File: src/rtl/wb_pkg.sv
// Shared writeback-stage types: issue kinds, result-mux selects, FSM states.
package wb_pkg;

   typedef enum logic [1:0] {
      KIND_ALU  = 2'b00,
      KIND_LOAD = 2'b01,
      KIND_LINK = 2'b10,
      KIND_NONE = 2'b11
   } kind_e;

   typedef enum logic [1:0] {
      RES_ALU = 2'b00,
      RES_MEM = 2'b01,
      RES_PC4 = 2'b10
   } resultsrc_e;

   typedef enum logic {
      ST_IDLE      = 1'b0,
      ST_LOAD_WAIT = 1'b1
   } state_e;

   localparam int TMR_W = 16;

endpackage

File: src/rtl/wb_timeout_timer.sv
// Wait timer: counts enabled cycles from a clear and flags the last allowed cycle.
module wb_timeout_timer
   import wb_pkg::*;
#(
   parameter int LIMIT = 64
) (
   input  logic clk,
   input  logic rst_n,
   input  logic clear,
   input  logic enable,
   output logic expired
);

   logic [TMR_W-1:0] cnt_q;
   logic [TMR_W-1:0] cnt_d;

   assign expired = (cnt_q == TMR_W'(LIMIT - 1));

   always_comb begin
      cnt_d = cnt_q;
      if (clear) begin
         cnt_d = '0;
      end else if (enable && !expired) begin
         cnt_d = cnt_q + TMR_W'(1);
      end
   end

   always_ff @(posedge clk or negedge rst_n) begin
      if (!rst_n) begin
         cnt_q <= '0;
      end else begin
         cnt_q <= cnt_d;
      end
   end

endmodule

File: src/rtl/wb_sched.sv
// Writeback scheduler: registers result operands, drives the result-mux
// select and regfile write, and stalls the front end on outstanding loads.
module wb_sched
   import wb_pkg::*;
#(
   parameter int XLEN    = 32,
   parameter int TIMEOUT = 64,
   parameter int CNT_W   = 16
) (
   input  logic             clk,
   input  logic             rst_n,
   input  logic             issue_valid,
   output logic             issue_ready,
   input  logic [1:0]       issue_kind,
   input  logic [4:0]       issue_rd,
   input  logic [XLEN-1:0]  issue_alu,
   input  logic [XLEN-1:0]  issue_pc4,
   input  logic             mem_rvalid,
   input  logic [XLEN-1:0]  mem_rdata,
   output logic [1:0]       wb_resultsrc,
   output logic             wb_regwrite,
   output logic [4:0]       wb_rd,
   output logic [XLEN-1:0]  wb_d0,
   output logic [XLEN-1:0]  wb_d1,
   output logic [XLEN-1:0]  wb_d2,
   output logic             stall,
   output logic             err_timeout,
   output logic             err_spurious,
   output logic [CNT_W-1:0] stall_cnt
);

   state_e            state_q, state_d;
   logic [4:0]        pend_q, pend_d;
   logic [XLEN-1:0]   d0_q, d0_d;
   logic [XLEN-1:0]   d1_q, d1_d;
   logic [XLEN-1:0]   d2_q, d2_d;
   resultsrc_e        res_q, res_d;
   logic [4:0]        rd_q, rd_d;
   logic              we_q, we_d;
   logic              to_q, to_d;
   logic              sp_q, sp_d;
   logic [CNT_W-1:0]  cnt_q, cnt_d;
   logic              tmr_clr;
   logic              tmr_en;
   logic              tmr_exp;
   kind_e             kind;

   assign kind = kind_e'(issue_kind);

   assign issue_ready  = (state_q == ST_IDLE);
   assign stall        = (state_q == ST_LOAD_WAIT);
   assign wb_resultsrc = res_q;
   assign wb_regwrite  = we_q;
   assign wb_rd        = rd_q;
   assign wb_d0        = d0_q;
   assign wb_d1        = d1_q;
   assign wb_d2        = d2_q;
   assign err_timeout  = to_q;
   assign err_spurious = sp_q;
   assign stall_cnt    = cnt_q;

   assign tmr_en = (state_q == ST_LOAD_WAIT) && !mem_rvalid;

   wb_timeout_timer #(
      .LIMIT (TIMEOUT)
   ) u_timer (
      .clk     (clk),
      .rst_n   (rst_n),
      .clear   (tmr_clr),
      .enable  (tmr_en),
      .expired (tmr_exp)
   );

   always_comb begin
      state_d = state_q;
      pend_d  = pend_q;
      d0_d    = d0_q;
      d1_d    = d1_q;
      d2_d    = d2_q;
      res_d   = res_q;
      rd_d    = rd_q;
      we_d    = 1'b0;
      to_d    = 1'b0;
      sp_d    = 1'b0;
      cnt_d   = cnt_q;
      tmr_clr = 1'b0;
      unique case (state_q)
         ST_IDLE: begin
            sp_d = mem_rvalid;
            if (issue_valid) begin
               d0_d = issue_alu;
               d2_d = issue_pc4;
               unique case (kind)
                  KIND_ALU: begin
                     res_d = RES_ALU;
                     rd_d  = issue_rd;
                     we_d  = |issue_rd;
                  end
                  KIND_LINK: begin
                     res_d = RES_PC4;
                     rd_d  = issue_rd;
                     we_d  = |issue_rd;
                  end
                  KIND_NONE: begin
                     res_d = RES_ALU;
                     rd_d  = 5'd0;
                  end
                  KIND_LOAD: begin
                     state_d = ST_LOAD_WAIT;
                     pend_d  = issue_rd;
                     tmr_clr = 1'b1;
                  end
               endcase
            end
         end
         ST_LOAD_WAIT: begin
            if (cnt_q != '1) begin
               cnt_d = cnt_q + CNT_W'(1);
            end
            // Data arriving on the expiry cycle takes priority over the abort.
            if (mem_rvalid) begin
               d1_d    = mem_rdata;
               res_d   = RES_MEM;
               rd_d    = pend_q;
               we_d    = |pend_q;
               state_d = ST_IDLE;
            end else if (tmr_exp) begin
               to_d    = 1'b1;
               state_d = ST_IDLE;
            end
         end
      endcase
   end

   always_ff @(posedge clk or negedge rst_n) begin
      if (!rst_n) begin
         state_q <= ST_IDLE;
         pend_q  <= '0;
         d0_q    <= '0;
         d1_q    <= '0;
         d2_q    <= '0;
         res_q   <= RES_ALU;
         rd_q    <= '0;
         we_q    <= 1'b0;
         to_q    <= 1'b0;
         sp_q    <= 1'b0;
         cnt_q   <= '0;
      end else begin
         state_q <= state_d;
         pend_q  <= pend_d;
         d0_q    <= d0_d;
         d1_q    <= d1_d;
         d2_q    <= d2_d;
         res_q   <= res_d;
         rd_q    <= rd_d;
         we_q    <= we_d;
         to_q    <= to_d;
         sp_q    <= sp_d;
         cnt_q   <= cnt_d;
      end
   end

endmodule

File: config.mk
export PLATFORM = sky130hd
export DESIGN_NAME = wb_sched
export DESIGN_NICKNAME = d
export VERILOG_FILES = /design/src/rtl/wb_pkg.sv /design/src/rtl/wb_timeout_timer.sv /design/src/rtl/wb_sched.sv
export SDC_FILE = /design/constraint.sdc
export NUM_CORES = 1
export LEC_CHECK = 0
export CORE_UTILIZATION = 44
export DETAILED_ROUTE_END_ITERATION = 8
export GPL_TIMING_DRIVEN = 0
export PLACE_DENSITY_LB_ADDON = 0.1
export SLEW_MARGIN = 25
export SYNTH_ARGS = -nofsm -noshare
export SYNTH_HDL_FRONTEND = slang
export SYNTH_SLANG_ARGS = --single-unit
File: constraint.sdc
create_clock -name clk -period 2.3 [get_ports clk]
set_input_delay 0.345 -clock clk [delete_from_list [all_inputs] [get_ports clk]]
set_output_delay 0.345 -clock clk [all_outputs]
set_load 0.005 [all_outputs]
; Word level (Yosys, flattened, before mapping)
; Cells that the tools add are included.
[totals]
regBits = 144
in_bits = 107
out_inout_bits = 124
word_cells = 64
[op_classes]
n_addsub = 2
eq_ne = 9
n_mux = 24
n_bitwise = 1
n_reduce_logical = 16
[op_table]
columns = op, count
row1 = adder 16 x 1 -> 16 bit (second input constant), 2
row2 = 2-to-1 mux 16 bit, 2
row3 = one-hot mux 5 bit (2 select lines), 2
row4 = equality test 16 x 6 -> 1 bit (second input constant), 1
row5 = inequality test 16 bit (second input constant), 1
row6 = 2-to-1 mux 1 bit, 12
row7 = 2-to-1 mux 5 bit, 2
row8 = OR reduction 5 bit, 2
row9 = AND reduction 3 bit, 3
row10 = one-hot mux 2 bit (2 select lines), 2
row11 = inequality test 3 x 2 -> 1 bit (second input constant), 2
row12 = AND reduction 2 bit, 3
row13 = equality test 2 bit (second input constant), 2
row14 = 2-to-1 mux 2 bit, 2
row15 = inequality test 2 bit (second input constant), 2
row16 = one-hot mux 1 bit (2 select lines), 2
row17 = OR reduction 2 bit, 2
row18 = equality test 2 x 1 -> 1 bit (second input constant), 1
row19 = logical AND 1 bit, 2
row20 = logical NOT 1 bit, 2
row21 = logical NOT 2 bit, 1
row22 = nonzero test 2 bit, 1
row23 = inverter 1 bit, 1

; Depth between registers and ports, before layout
; Gate-level depths: netlist of run 1.
[depth]
ltp_word = 5
ltp_mapped = 7
ltp_nobuf = 6

; Cells and area by module
; Synthesis of run 1 repeated with hierarchy kept, for this count alone.
[unflattened]
cells_unflattened = 585
hier_area_um2 = 6028.3
[modules_own_cells]
columns = mod, instances, cells_each, area_each_um2
row1 = wb_sched, 1, 480, 5099.9
row2 = wb_timeout_timer, 1, 105, 928.4

; Worst setup path after synthesis of run 1
; OpenSTA, ideal clock, no wires.
[synth_path]
kind = flip-flop to flip-flop
start = register u_timer.cnt_q[0]
end = register u_timer.cnt_q[3]
t_arrival_ns = 1.728
required_time_ns = 2.174
slack_ns = 0.445
path_stages_with_launch = 8
n_path_buf = 1
period_less_slack_ns = 1.855
cell_sequence = dfrtp_1 > ha_1 > and4_4 > and4_4 > or2_4 > buf_6 > and3_1 > a311o_1
[synth_between]
elab_chain_cells = 4
[synth_lines]
columns = item, line
row1 = start: declaration, wb_timeout_timer.sv:14  ; logic [TMR_W-1:0] cnt_q;
row2 = start signal: assignment, wb_timeout_timer.sv:32  ; cnt_q <= cnt_d;
row3 = "parallel branches: the longest is 4 deep, another holds adder 16 x 1 -> 16 bit", n/a
; Several ways; the timed one is not identified. The select of a mux whose other input is x is not followed.
; A chain may end at the register's enable or synchronous reset.

; Worst setup path in the final report of run 1
[layout_path]
start = register state_q, in the netlist stall
end = register d2_q[5], in the netlist wb_d2[5]
[layout_between]
elab_chain_cells = 2
[layout_lines]
columns = item, line
row1 = start: declaration, wb_sched.sv:32  ; state_e state_q, state_d;
row2 = start signal: assignment, wb_sched.sv:149  ; state_q <= state_d;
row3 = inverter 1 bit (no line), n/a
row4 = AND reduction 2 bit (no line), n/a
row5 = end signal: assignment, wb_sched.sv:141  ; d2_q <= '0;
row6 = end signal: assignment, wb_sched.sv:153  ; d2_q <= d2_d;
row7 = end: declaration, wb_sched.sv:36  ; logic [XLEN-1:0] d2_q, d2_d;
; No other way between the ends.

==> results of run 1 <==
metal layers:
metal	vias up	global-route usage (%)	routed length, um
li1	2386	-	-
met1	2392	28.4	6380
met2	202	39.6	7600
met3	26	9.79	1420
met4	0	9.94	377
met5	-	0	0
worst paths after layout:
path	endpoint	depth (start not counted)	slack (ps)	from
max	wb_d2[5]	5	250	stall
min	wb_d2[3]	3	450	issue_pc4[3]
max reg2reg	wb_d2[5]	5	250	stall
min reg2reg	wb_d0[11]	2	470	wb_d0[11]
max in group asynchronous	wb_d2[8]	3	1070	rst_n
min in group asynchronous	wb_rd[2]	2	470	rst_n
flip-flops by register name, summed over array words and instances (netlist names):
register       count
wb_d0             32
wb_d1             32
wb_d2             32
stall_cnt         16
u_timer.cnt_q     16
pend_q             5
wb_rd              5
wb_resultsrc       2
err_spurious       1
err_timeout        1
stall              1
wb_regwrite        1
cell type report:
class,count,area (um2)
Sequential cell,144,3600
Clock inverter,6,55.1
Inverter,8,30.0
Timing Repair Buffer,232,2340
Clock buffer,26,499
Tap cell,172,215
Multi-Input combinational cell,396,2180
Buffer,22,95.1
Fill cell,972,3850
metrics by stage:
stage | setup TNS, ps | area (um2) | std cells | hold slack [ps]
final | 0 | 9020 | 1006 | 453
after global routing | 0 | 9020 | 1006 | 449
after CTS | 0 | 9020 | 1006 | 437
after detailed placement | -1070 | 8460 | 973 | 328
after global placement | -689550 | 8420 | 972 | 458
after floorplan | 0 | 5910 | 570 | 49.4
cell usage in the layout, fill, tap and decap left out, types with 7 or more instances in the layout:
master           synthesis  routed
clkbuf_1                14      18
inv_1                    8       8
dfrtp_1                144     144
nor2_1                  21      21
o21ai_0                 15      15
xor2_1                   8       8
nor3_1                   7       7
clkbuf_16                0      17
mux2_2                  38      38
clkdlybuf4s50_1          0     229
nand3_1                 12      12
a21oi_1                  8       8
nand2_1                212     212
kinds of logic after synthesis:
kind of cell	after synthesis
and+or+nand+nor	293
DFF	144
AOI/OAI and AO/OA	44
muxes	40
buffers and inverters	30
xor gates and xnor gates	13
adders and majority gates	6
repair_timing:
item,in CTS,in global routing
hold buffers,1,0
hold endpoints to repair,66,0
setup endpoints to repair,0,5
buffers inserted,0,0
resized for setup,0,2
worst min-delay path, cell delays in order:
cell             delay [ps]
clkdlybuf4s50_1         390
nand2_1                  50
nand2_1                  40
power by group:
group          switching [W]  internal [W]  leakage (nW)
combinational       0.000646       0.00111          2.12
clock               0.000971       0.00159         0.278
sequential          0.000268       0.00296          1.80
total                0.00188       0.00567          4.19
==> impl_metrics.yaml, run 1 <==
global_routing:
  grt_overflow: 0
  grt_use_total_pct: 24.3
  grt_max_degree: 79
  antenna_found_initial: 0
  grt_pass1_wl_mm: 26.3
  first_global_vias: 5237
yosys:
  synth_adder_area_share_pct: 1.27
  syn_inst: 570
  yosys.area_share.simple_pct: 21.5
  postSynthAreaPerCell_um2: 10.4
  ys_ff_latch: 144
  synth_compound_area_share_pct: 4.58
  netlist_area_um2: 5910
  yosysSeqAreaShare_pct: 61.0
  synth_common_cells: "nand2_1 (212), dfrtp_1 (144), mux2_2 (38)"
  ys_types: 40
  synth_xor_area_share_pct: 1.93
  synth_top_family_by_area: "simple AND/OR/NAND/NOR gates"
  synth_ff_type: "dfrtp_1"
  synth_top_area_share_pct: 61.0
  synth_edf_count: 0
  synth_nets: 683
  synthTopCellsByArea: "dfrtp_1 (61%), nand2_1 (13%), mux2_2 (7.2%), nor2_1 (1.3%), ha_1 (1.3%)"
  synth_area_leader_cell: "dfrtp_1"
  yosysMostFrequentCell: "nand2_1"
  yosysWarnings: 0
  muxShareOfSynthArea_pct: 7.58
  async_reset_ff_share_pct: 100
sta:
  fmax_mhz: 488
  hold_viol: 0
  finClkSkew_ps: 4.32
  slew_headroom_pct: 45.9
  worstMarginPinSlew_ps: 807
  setup_viol: 0
  min_period_ps: 2050
  setup_ws_ps: 251
  rsz0062_at_grt: "no"
  timing.final.crit_share_pct: 89.1
  slew_violations: 0
floorplan:
  placementRows: 41
  coreArea_um2: 12900
  die_x_um: 118
  die_y_um: 118
  die_area_um2: 13900
  start_util_pct: 45.9
  ios: 231
power_and_ir_drop:
  ir_drop_mv: 0.584
  p_leak_nw: 4.19
  power_density_nw_per_um2: 837
  power_w: 0.00755
routing:
  viasPerCell: 4.98
  drc: 0
  wl_per_cell_um: 15.7
  ant_nets: 0
  drt_iter0_drc: 182
  drt-total-wl_mm: 15.8
  dr.pass1.iters: 5
  vias: 5006
critical_path:
  startpoint_type: "flop"
  path_cells: "nor2b_1, clkbuf_1, clkbuf_1, nand2_1, nand2_1"
  path_class: "flop to flop"
  end_kind: "flop"
  cpMaxStageDelayCell: "dfrtp_1"
  path_delay_family: "buffers and inverters"
  timing.critical_path.slowest_cell_delay_ps: 510
  crit_required_ps: 2650
  cp.buffers_inverters: 2
  crit_arrival_ps: 2400
  worstPathMaxFanout: 10
cts:
  cts_buffers: 17
  path_clk_slew_ps: 60
  cts.sinks: 144
  clock_path_buffers: 2
  clock_latency_ps: 410
  cts_root_buf: "clkbuf_16"
  cts_tree: "yes"
  htreeDepth: 4
cells_and_area:
  layout-drive-gt1-share_pct: 9.47
  area_growth_pct: 52.8
  nets: 934
  antennaDiodeCount: 0
  final_core_util_pct: 70.1
placement:
  gp_congestion: 0.824
  post-dp-hpwl_mm: 11.6
  io_buffers: 230
  post-place-ws_ps: -215
outcome:
  status: "completed"
min_path:
  hold_class: "input pin to flop"
run:
  drv_cap: 0
No activity file was read; power rests on OpenSTA's default activity.
==> run 2, diff against run 1 <==
ABC_CLOCK_PERIOD_IN_PS = 2300   (was unset)
CORE_MARGIN = 1.5   (was unset)
==> impl_metrics.yaml, run 2 (same netlist as run 1, synthesis figures left out) <==
outcome:
  status: "completed"
sta:
  finalSetupTns_ps: 0
  fmax_mhz: 509
  rsz0062_at_grt: "no"
  min_period_ps: 1970
  worst_hold_slack_ps: 454
  hold_viol: 0
  worstMarginPinSlew_ps: 757
  timing.final.crit_share_pct: 85.5
  slew_headroom_pct: 49.2
  setup_viol: 0
  finClkSkew_ps: 5.55
  slew_violations: 0
global_routing:
  grt_overflow: 0
  first_global_vias: 5112
  grt_pass1_wl_mm: 25.1
  antenna_found_initial: 0
  grt_use_total_pct: 23.0
  grt_max_degree: 75
cts:
  htreeDepth: 4
  post_cts_buffers: 0
  cts_buffers: 17
  clock_latency_ps: 410
  cts.sinks: 144
  clock_path_buffers: 2
  cts_root_buf: "clkbuf_16"
  cts_tree: "yes"
  path_clk_slew_ps: 60
routing:
  drt-total-wl_mm: 15.8
  dr.pass1.iters: 6
  drt_iter0_drc: 219
  vias: 4974
  wl_per_cell_um: 15.7
  drc: 0
  viasPerCell: 4.93
  ant_nets: 0
cells_and_area:
  area_growth_pct: 53.6
  stdcell_area_um2: 9070
  final_core_util_pct: 68.8
  layout_common_cells: "clkdlybuf4s50_1 (229), nand2_1 (212), dfrtp_1 (144), mux2_2 (38), nor2_1 (21)"
  layout-drive-gt1-share_pct: 9.50
  fillCellCount: 1007
  antennaDiodeCount: 0
  nets: 934
  final_common_cell: "clkdlybuf4s50_1"
placement:
  placed_cell_area_um2: 8460
  io_buffers: 230
  gp_congestion: 0.788
  post-dp-hpwl_mm: 11.7
critical_path:
  worstPathMaxFanout: 10
  startpoint_type: "flop"
  cpMaxStageDelayCell: "dfrtp_1"
  end_kind: "flop"
  cp_common_cell: "and4_4"
  crit_required_ps: 2590
  crit_arrival_ps: 2260
  timing.critical_path.slowest_cell_delay_ps: 410
  path_cells: "ha_1, and4_4, and4_4, or2_4, buf_6, and3_1, a311o_1"
  path_class: "flop to flop"
floorplan:
  die_x_um: 119
  die_area_um2: 14100
  placementRows: 42
  coreArea_um2: 13200
  die_y_um: 119
  ios: 231
  start_util_pct: 44.8
power_and_ir_drop:
  power_density_nw_per_um2: 857
  power_frac_seq_pct: 41.6
  power_frac_clock_pct: 35.9
  intPower_w: 0.00588
  p_switching_w: 0.00189
  swShare_pct: 24.3
  p_leak_nw: 4.21
  ir_drop_mv: 0.616
  combPwrFrac_pct: 22.5
min_path:
  hold_class: "input pin to flop"
run:
  drv_cap: 0
==> run 2: cell count changes in the layout (fill, tap and decap cells not counted) <==
cell / previous run / this run
clkbuf_1: 18 / 16
clkinv_2: 5 / 3
bufinv_16: 1 / 3
==> run 2: worst paths after layout <==
check                                      start               end  slack (ps)  cells past startpoint
max in group asynchronous                  rst_n             stall        1070                      3
min in group asynchronous                  rst_n         wb_d0[17]         480                      2
worst max-delay path            u_timer.cnt_q[0]  u_timer.cnt_q[3]         330                      7
worst min-delay path                issue_alu[9]          wb_d0[9]         450                      3
worst max register to register  u_timer.cnt_q[0]  u_timer.cnt_q[3]         330                      7
worst min register to register          wb_d2[7]          wb_d2[7]         470                      2
==> run 2: power by group through the flow <==
stage	Combinational [W]	Clock [W]	Sequential [W]
after floorplan	0.000513	0	0.00328
after global placement	0.00172	0	0.00325
after detailed placement	0.00176	0	0.00327
after CTS	0.00177	0.00284	0.00323
after global routing	0.00190	0.00297	0.00329
final	0.00175	0.00279	0.00323
==> run 2: area by class of cell <==
cell class	instances	area (um2)	area share, %
Buffer	22	95.1	1.05
Clock buffer	24	492	5.42
Clock inverter	6	105	1.16
Inverter	8	30.0	0.331
Multi-Input combinational cell	396	2180	24.0
Sequential cell	144	3600	39.7
Tap cell	176	220	2.43
Timing Repair Buffer	232	2340	25.9
==> run 2: critical path, delay by kind of cell (launching register included) <==
| kind | cells | cell delay (ps) |
|---|---|---|
| AO/OA/AOI/OAI | 1 | 260 |
| adder cells (fa/ha/maj) | 1 | 250 |
| AND/OR/NAND/NOR | 4 | 790 |
| flip-flops | 1 | 410 |
| buffers and inverters | 1 | 140 |
==> run 2: what timing repair did <==
item,in CTS,in global routing
endpoints found under the hold margin,73,0
endpoints found under the setup margin,0,5
resized for setup,0,2
hold buffers,1,0
==> run 2: layer usage <==
metal | vias to the layer above | track usage [%] | wire [um]
li1 | 2382 | - | -
met1 | 2372 | 26.5 | 6340
met4 | 0 | 9.94 | 432
met2 | 191 | 38.2 | 7680
met5 | - | 0 | 0
met3 | 29 | 9.05 | 1350
==> run 2: per-stage QoR <==
| step | setup slack [ps] | total power, W | instances |
|---|---|---|---|
| finish | 334 | 0.00777 | 1008 |
| global route | 127 | 0.00816 | 1008 |
| CTS | 79.9 | 0.00785 | 1008 |
| detailed placement | -227 | 0.00503 | 977 |
| global placement | -4820 | 0.00496 | 976 |
| floorplan | 445 | 0.00379 | 570 |
